==> src/rtl/uart_rx_char.sv <==
// uart_rx_char: 8N1 UART receiver with 16x oversampling.
// The rx line is synchronized, then sampled at mid-bit by a tick-driven FSM.
// A byte is delivered on data with a one-clk en strobe. A bad stop bit raises
// a one-clk frame_err strobe and parks the FSM until the line returns high.
module uart_rx_char #(
  parameter int CLK_FREQ   = 100_000_000,
  parameter int BAUD       = 9600,
  parameter int OVERSAMPLE = 16
) (
  input  logic       clk,
  input  logic       reset,
  input  logic       rx,
  output logic [7:0] data,
  output logic       en,
  output logic       busy,
  output logic       frame_err
);

  localparam int DIV = CLK_FREQ / (BAUD * OVERSAMPLE);
  localparam int CW  = (DIV > 1) ? $clog2(DIV) : 1;
  localparam logic [CW-1:0] DIV_M1 = CW'(DIV - 1);

  typedef enum logic [2:0] {
    ST_IDLE      = 3'd0,
    ST_START     = 3'd1,
    ST_DATA      = 3'd2,
    ST_STOP      = 3'd3,
    ST_WAIT_IDLE = 3'd4
  } state_t;

  logic          rx_meta_r;
  logic          rx_s_r;       // synchronized rx, the only view of the line
  logic [CW-1:0] baud_cnt_r;
  logic          tick_s;
  state_t        state_r, state_nx;
  logic [3:0]    tcnt_r, tcnt_nx;
  logic [2:0]    bidx_r, bidx_nx;
  logic [7:0]    shift_r, shift_nx;
  logic [7:0]    data_r, data_nx;
  logic          en_r, en_nx;
  logic          frame_err_r, frame_err_nx;
  logic          busy_r;

  assign tick_s    = (baud_cnt_r == DIV_M1);
  assign data      = data_r;
  assign en        = en_r;
  assign busy      = busy_r;
  assign frame_err = frame_err_r;

  // Two-flop synchronizer for the asynchronous line; idles high.
  always_ff @(posedge clk) begin
    if (reset) begin
      rx_meta_r <= 1'b1;
      rx_s_r    <= 1'b1;
    end else begin
      rx_meta_r <= rx;
      rx_s_r    <= rx_meta_r;
    end
  end

  // Free-running baud tick divider, wraps at DIV-1.
  always_ff @(posedge clk) begin
    if (reset) begin
      baud_cnt_r <= '0;
    end else if (tick_s) begin
      baud_cnt_r <= '0;
    end else begin
      baud_cnt_r <= baud_cnt_r + {{(CW-1){1'b0}}, 1'b1};
    end
  end

  // Next-state and datapath updates; everything only moves on a baud tick.
  always_comb begin
    state_nx     = state_r;
    tcnt_nx      = tcnt_r;
    bidx_nx      = bidx_r;
    shift_nx     = shift_r;
    data_nx      = data_r;
    en_nx        = 1'b0;
    frame_err_nx = 1'b0;
    if (tick_s) begin
      case (state_r)
        ST_IDLE: begin
          tcnt_nx = 4'd0;
          if (!rx_s_r) state_nx = ST_START;
          else         state_nx = ST_IDLE;
        end
        ST_START: begin
          if (tcnt_r == 4'd7) begin
            tcnt_nx = 4'd0;
            bidx_nx = 3'd0;
            // Line must still be low at mid start bit, otherwise it was a glitch.
            if (!rx_s_r) state_nx = ST_DATA;
            else         state_nx = ST_IDLE;
          end else begin
            tcnt_nx = tcnt_r + 4'd1;
          end
        end
        ST_DATA: begin
          if (tcnt_r == 4'd15) begin
            tcnt_nx          = 4'd0;
            shift_nx[bidx_r] = rx_s_r;
            if (bidx_r == 3'd7) state_nx = ST_STOP;
            else                bidx_nx  = bidx_r + 3'd1;
          end else begin
            tcnt_nx = tcnt_r + 4'd1;
          end
        end
        ST_STOP: begin
          if (tcnt_r == 4'd15) begin
            tcnt_nx = 4'd0;
            if (rx_s_r) begin
              data_nx  = shift_r;
              en_nx    = 1'b1;
              state_nx = ST_IDLE;
            end else begin
              frame_err_nx = 1'b1;
              state_nx     = ST_WAIT_IDLE;
            end
          end else begin
            tcnt_nx = tcnt_r + 4'd1;
          end
        end
        ST_WAIT_IDLE: begin
          // A stuck-low line must not look like a fresh start bit.
          tcnt_nx = 4'd0;
          if (rx_s_r) state_nx = ST_IDLE;
          else        state_nx = ST_WAIT_IDLE;
        end
        default: begin
          state_nx = ST_IDLE;
          tcnt_nx  = 4'd0;
        end
      endcase
    end else begin
      state_nx = state_r;
    end
  end

  // State, counters and registered outputs.
  always_ff @(posedge clk) begin
    if (reset) begin
      state_r     <= ST_IDLE;
      tcnt_r      <= 4'd0;
      bidx_r      <= 3'd0;
      shift_r     <= 8'h00;
      data_r      <= 8'h00;
      en_r        <= 1'b0;
      frame_err_r <= 1'b0;
      busy_r      <= 1'b0;
    end else begin
      state_r     <= state_nx;
      tcnt_r      <= tcnt_nx;
      bidx_r      <= bidx_nx;
      shift_r     <= shift_nx;
      data_r      <= data_nx;
      en_r        <= en_nx;
      frame_err_r <= frame_err_nx;
      busy_r      <= (state_nx != ST_IDLE);
    end
  end

endmodule

==> config.mk <==
export PLATFORM = sky130hd
export DESIGN_NAME = uart_rx_char
export DESIGN_NICKNAME = d
export VERILOG_FILES = /design/src/rtl/uart_rx_char.sv
export SDC_FILE = /design/constraint.sdc
export NUM_CORES = 1
export LEC_CHECK = 0
export ABC_AREA = 1
export ABC_CLOCK_PERIOD_IN_PS = 1400
export CAP_MARGIN = 10
export CELL_PAD_IN_SITES_DETAIL_PLACEMENT = 1
export CELL_PAD_IN_SITES_GLOBAL_PLACEMENT = 1
export CORE_MARGIN = 5
export CORE_UTILIZATION = 30
export DETAILED_ROUTE_END_ITERATION = 7
export PLACE_DENSITY_LB_ADDON = 0.1
export SLEW_MARGIN = 20
export SYNTH_ARGS = -nofsm -noshare
export SYNTH_HDL_FRONTEND = slang
export SYNTH_SLANG_ARGS = --single-unit
==> constraint.sdc <==
create_clock -name clk -period 1.4 [get_ports clk]
set_clock_uncertainty 0.1 [all_clocks]
set_input_delay 0.28 -clock clk [delete_from_list [all_inputs] [get_ports clk]]
set_output_delay 0.28 -clock clk [all_outputs]
set_load 0.01 [all_outputs]
# After elaboration in Yosys (flattened, before gate mapping)
# Index checks and enable logic that the tools add are counted.
dict set report word_totals {
  out_inout_bits 11
  regBits 41
}
dict set report classes {
  n_addsub 3
  reduce_logical 10
  muxes 21
  bitwise 3
  n_lt_le_gt_ge 2
  eq_ne 11
}
# operator count
set op_table {}
lappend op_table {{$mux 3} 9}
lappend op_table {{$pmux 3 s5} 1}
lappend op_table {{$add 10x1->10 const B} 1}
lappend op_table {{$eq 10x10->1 const B} 1}
lappend op_table {{$bwmux 8} 1}
lappend op_table {{$mux 4} 2}
lappend op_table {{$pmux 4 s2} 1}
lappend op_table {{$eq 3x2->1 const B} 2}
lappend op_table {{$eq 3x3->1 const B} 2}
lappend op_table {{$ne 2x2->1 const B} 3}
lappend op_table {{$pmux 3 s2} 1}
lappend op_table {{$reduce_and 5->1} 1}
lappend op_table {{$add 4x1->4 const B} 1}
lappend op_table {{$eq 4x3->1 const B} 1}
lappend op_table {{$eq 4x4->1 const B} 1}
lappend op_table {{$lt 3x4->1 const B} 1}
lappend op_table {{$mux 1} 4}
lappend op_table {{$reduce_and 4->1} 1}
lappend op_table {{$reduce_or 2->1} 2}
lappend op_table {{$reduce_or 4->1} 1}
lappend op_table {{$add 3x1->3 const B} 1}
lappend op_table {{$demux 1 s3} 1}
lappend op_table {{$eq 3x1->1 const B} 1}
lappend op_table {{$ge 3x1->1 const B} 1}
lappend op_table {{other kinds (7)} 9}

# Longest topological paths before layout
dict set report logic_depth {
  ltp_word 6
  ltp_mapped 10
  ltp_nobuf 10
}

# Worst setup path after synthesis
# No wires, ideal clock.
dict set report synth_timing {
  path_type {register to register}
  startpoint {register baud_cnt_r[0]}
  endpoint {register bidx_r[1]}
  path_stages_with_launch 9
  setup_time_ns 0.116
  t_arrival_ns 1.287
  required_ns 1.184
  path_buffers 1
  setup_slack_ns -0.103
  path_cell_list {dfxtp_1 > inv_1 > ha_1 > nand3_4 > nor3_4 > buf_6 > nand3_4 > o21ai_0 > nor2_1}
}
dict set report synth_via {
  elab_chain_cells 2
}
# element line_no
set synth_rtl {}
lappend synth_rtl {{start, declared} 33} ;# logic [CW-1:0] baud_cnt_r;
lappend synth_rtl {{start signal, assigned} 68} ;# baud_cnt_r <= baud_cnt_r + {{(CW-1){1'b0}}, 1'b1};
lappend synth_rtl {{$eq 10x10->1} 44} ;# assign tick_s = (baud_cnt_r == DIV_M1);
lappend synth_rtl {{$reduce_and 5->1 (no source line)} -}
lappend synth_rtl {{end signal, assigned} 154} ;# bidx_r <= bidx_nx;
lappend synth_rtl {{end, declared} 37} ;# logic [2:0] bidx_r, bidx_nx;
# No other way between the ends.
# A chain may end at the register's enable or synchronous reset.

# Final worst setup path
dict set report layout_timing {
  startpoint {register baud_cnt_r[3]}
  endpoint {register data_r[1], in the netlist data[1]}
}
dict set report layout_via {
  elab_chain_cells 2
}
# element line_no
set layout_rtl {}
lappend layout_rtl {{$eq 10x10->1} 44}
lappend layout_rtl {{$reduce_and 4->1 (no source line)} -}
lappend layout_rtl {{end signal, assigned} 156} ;# data_r <= data_nx;
lappend layout_rtl {{end, declared} 39} ;# logic [7:0] data_r, data_nx;
# No other way between the ends.

==> impl_metrics.yaml <==
route:
  dr.pass1.iters: 4
  vias_per_cell: 4.67
  vias: 1988
  drtIter0Drc: 65
  wirelength_um: 5820
  routedWlPerCell_um: 13.7
  detail_route.drc_violations: 0
  ant_nets: 0
sta:
  final-max-slew-violation-count: 0
  timing.setup.tns_ns: -2.06
  period_share_pct: 109
  fin_ws_ns: -0.128
  tightest_slew_ns: 0.261
  rsz0062_at_grt: "true"
  min_period_ns: 1.53
  hold_violations: 0
  finalSetupViolCount: 25
  fmax_ghz: 0.654
  slew_headroom_pct: 82.5
pwr:
  finalPower_mw: 2.10
  leakage_nw: 1.42
  power_density_nw_per_um2: 690
  vdd_drop_max_v: 0.000332
worst_setup_path:
  r2r_slack_ns: -0.13
  r2r_cells: 9
  cp-end-kind: "register"
  r2r-start: "baud_cnt_r[3]"
  r2r_end: "data[1]"
  crit_arrival_ns: 1.66
  critical_path_class: "reg2reg"
  worstSetupStartpointType: "register"
  path_max_fanout: 8
  required_ns: 1.53
die:
  io_pins: 14
  fp.dieH_um: 91.2
  die_area_um2: 8310
  core_area_um2: 6390
  fp-row-count: 29
  die_w_um: 91.2
  start_util_pct: 30.9
layout:
  fill_cells: 778
  stdcell_area_um2: 3050
  area_delta_synth_final_pct: 54.3
  multi_input_area_um2: 1290
  diodes: 0
  drive_gt1_share_pct: 43.0
  nNetsFinal: 357
  fin_util_pct: 47.7
  register_area_um2: 832
run:
  drv_cap: 0
yosys:
  yosys_warnings: 0
  synth_top_flop_cell: "dfxtp_1"
  syn_area_um2: 1980
  netlist_instances: 276
  synth_area_leader_cell: "dfxtp_1"
  synth_fp_nets: 284
  synth.top_cell.area_share_pct: 41.5
  ys_seq_area_share_pct: 41.5
  synthArstFlopShare_pct: 0
  synth_area_leaders: "dfxtp_1 (42%), nor2_1 (13%), nand2_1 (9.7%)"
  synth_common_cells: "nor2_1 (66), nand2_1 (51), dfxtp_1 (41)"
  ys_types: 32
  yosysMostFrequentCell: "nor2_1"
  synth-edff-count: 0
  avgSynthCellArea_um2: 7.16
  ys_ff_latch: 41
placed_design:
  place_area_um2: 2500
  gp_congestion: 0.748
  hpwlAfterDp_um: 4000
  portBuffers: 13
  pre_cts_slack_ns: -0.225
clock_tree:
  clock_sinks: 41
  cts_tree: "built"
  cts_max_level: 2
  clk_pin_slew_ns: 0.08
  clock_path_buffers: 2
  clock_latency_ns: 0.28
  clk_root_buffer_cell: "clkbuf_8"
  numCtsBuffers: 5
min_path:
  hold_start: "rx_meta_r"
  hold_path_depth: 1
  whs_endpoint: "rx_s_r"
  hp-class: "reg2reg"
status:
  violations: "negative setup slack"
  status: "complete, but fails checks"
grt:
  grt_pass1_wl_um: 9520
  overflow: 0
  grt_use_total_pct: 13.8
  antenna_found_initial: 0
  grt_max_degree: 15
  grt_pass1_vias: 2009
critical path, stage by stage (launching register included):
cell	delay (ns)
dfxtp_2	0.34
inv_2	0.04
nor2_2	0.08
nand2_2	0.09
nor3_4	0.27
buf_6	0.16
nand3b_4	0.14
clkinv_4	0.12
nor2_1	0.05
nor2_1	0.07
cell families (layout without fill, tap and decap cells):
kind of cell	count (synthesis)	count (layout)	synth area share (%)
DFF	41	41	41.5
buffers and inverters	41	113	9.37
and+or+nand+nor	163	164	38.7
AOI/OAI and AO/OA	23	23	5.89
adders and majority gates	5	5	3.17
xor gates and xnor gates	3	3	1.33
stage by stage:
stage / instances / hold slack [ns]
floorplan: 276 / 0.252
global placement: 405 / 0.298
detailed placement: 405 / 0.297
CTS: 422 / 0.319
global route: 426 / 0.352
finish: 426 / 0.315
layout by cell type (no fill, tap or decap), types with 2 or more instances in the layout:
cell and n:
nor2_1 50, buf_4 47, nand2_1 38, dfxtp_1 34
inv_1 24, nand2_2 12, nor2_4 11, nand4_1 11
dlygate4sd2_1 11, nor2_2 10, buf_6 10, o21ai_1 9
inv_2 8, nand3_1 8, nand3_4 6, o21ai_2 6
dfxtp_2 6, clkbuf_8 6, nand2_4 5, a21oi_1 5
or2_2 3, ha_4 3, nand3_2 2, clkinv_4 2
nand3b_4 2, a21oi_2 2, xor2_1 2, nor3_2 2
clkdlybuf4s50_1 2
worst max-delay path by stage:
stage / endpoint / slack [ns] / startpoint
global placement: data[4] / -0.23 / tcnt_r[0]
finish: data[1] / -0.13 / baud_cnt_r[3]
global route: data[5] / -0.25 / baud_cnt_r[3]
detailed placement: data[4] / -0.22 / tcnt_r[0]
floorplan: data[0] / -0.02 / tcnt_r[0]
CTS: data[4] / -0.15 / baud_cnt_r[0]
power by group:
part           total [mW]  internal [mW]  switching [mW]
Combinational       0.136         0.0654          0.0705
Sequential           1.18           1.18         0.00879
Clock               0.782          0.392           0.390
routing by layer:
layer / track usage (%) / part of all wire [%] / vias to the layer above / wire (um)
met5: 0 / 0 / - / 0
met4: 2.93 / 0.79 / 0 / 46
met3: 1.98 / 1.9 / 4 / 110
met2: 25.5 / 53 / 17 / 3100
met1: 16.9 / 44 / 948 / 2570
li1: - / - / 1019 / -
sequential cells by signal (all words and copies together) (netlist names):
register / cells
en: 1
baud_cnt_r: 10
tcnt_r: 4
shift_r: 8
bidx_r: 3
state_r: 3
frame_err: 1
busy: 1
rx_meta_r: 1
rx_s_r: 1
data: 8
what timing repair did:
action                                  in CTS  in global routing
gates cloned                                 2                  0
pin swaps                                   24                 11
endpoints found under the setup margin      46                 36
hold buffers                                 0                  0
resized for setup                           75                 45
setup buffers                                8                  4
final cells by class:
| class | count | area share, % |
|---|---|---|
| timing repair buffer | 71 | 19.6 |
| sequential | 41 | 27.3 |
| inverter | 35 | 4.72 |
| tap | 77 | 3.16 |
| multi-input combinational | 195 | 42.4 |
| clock buffer | 7 | 2.83 |
Note: power is estimated with default switching activity, not from simulation.
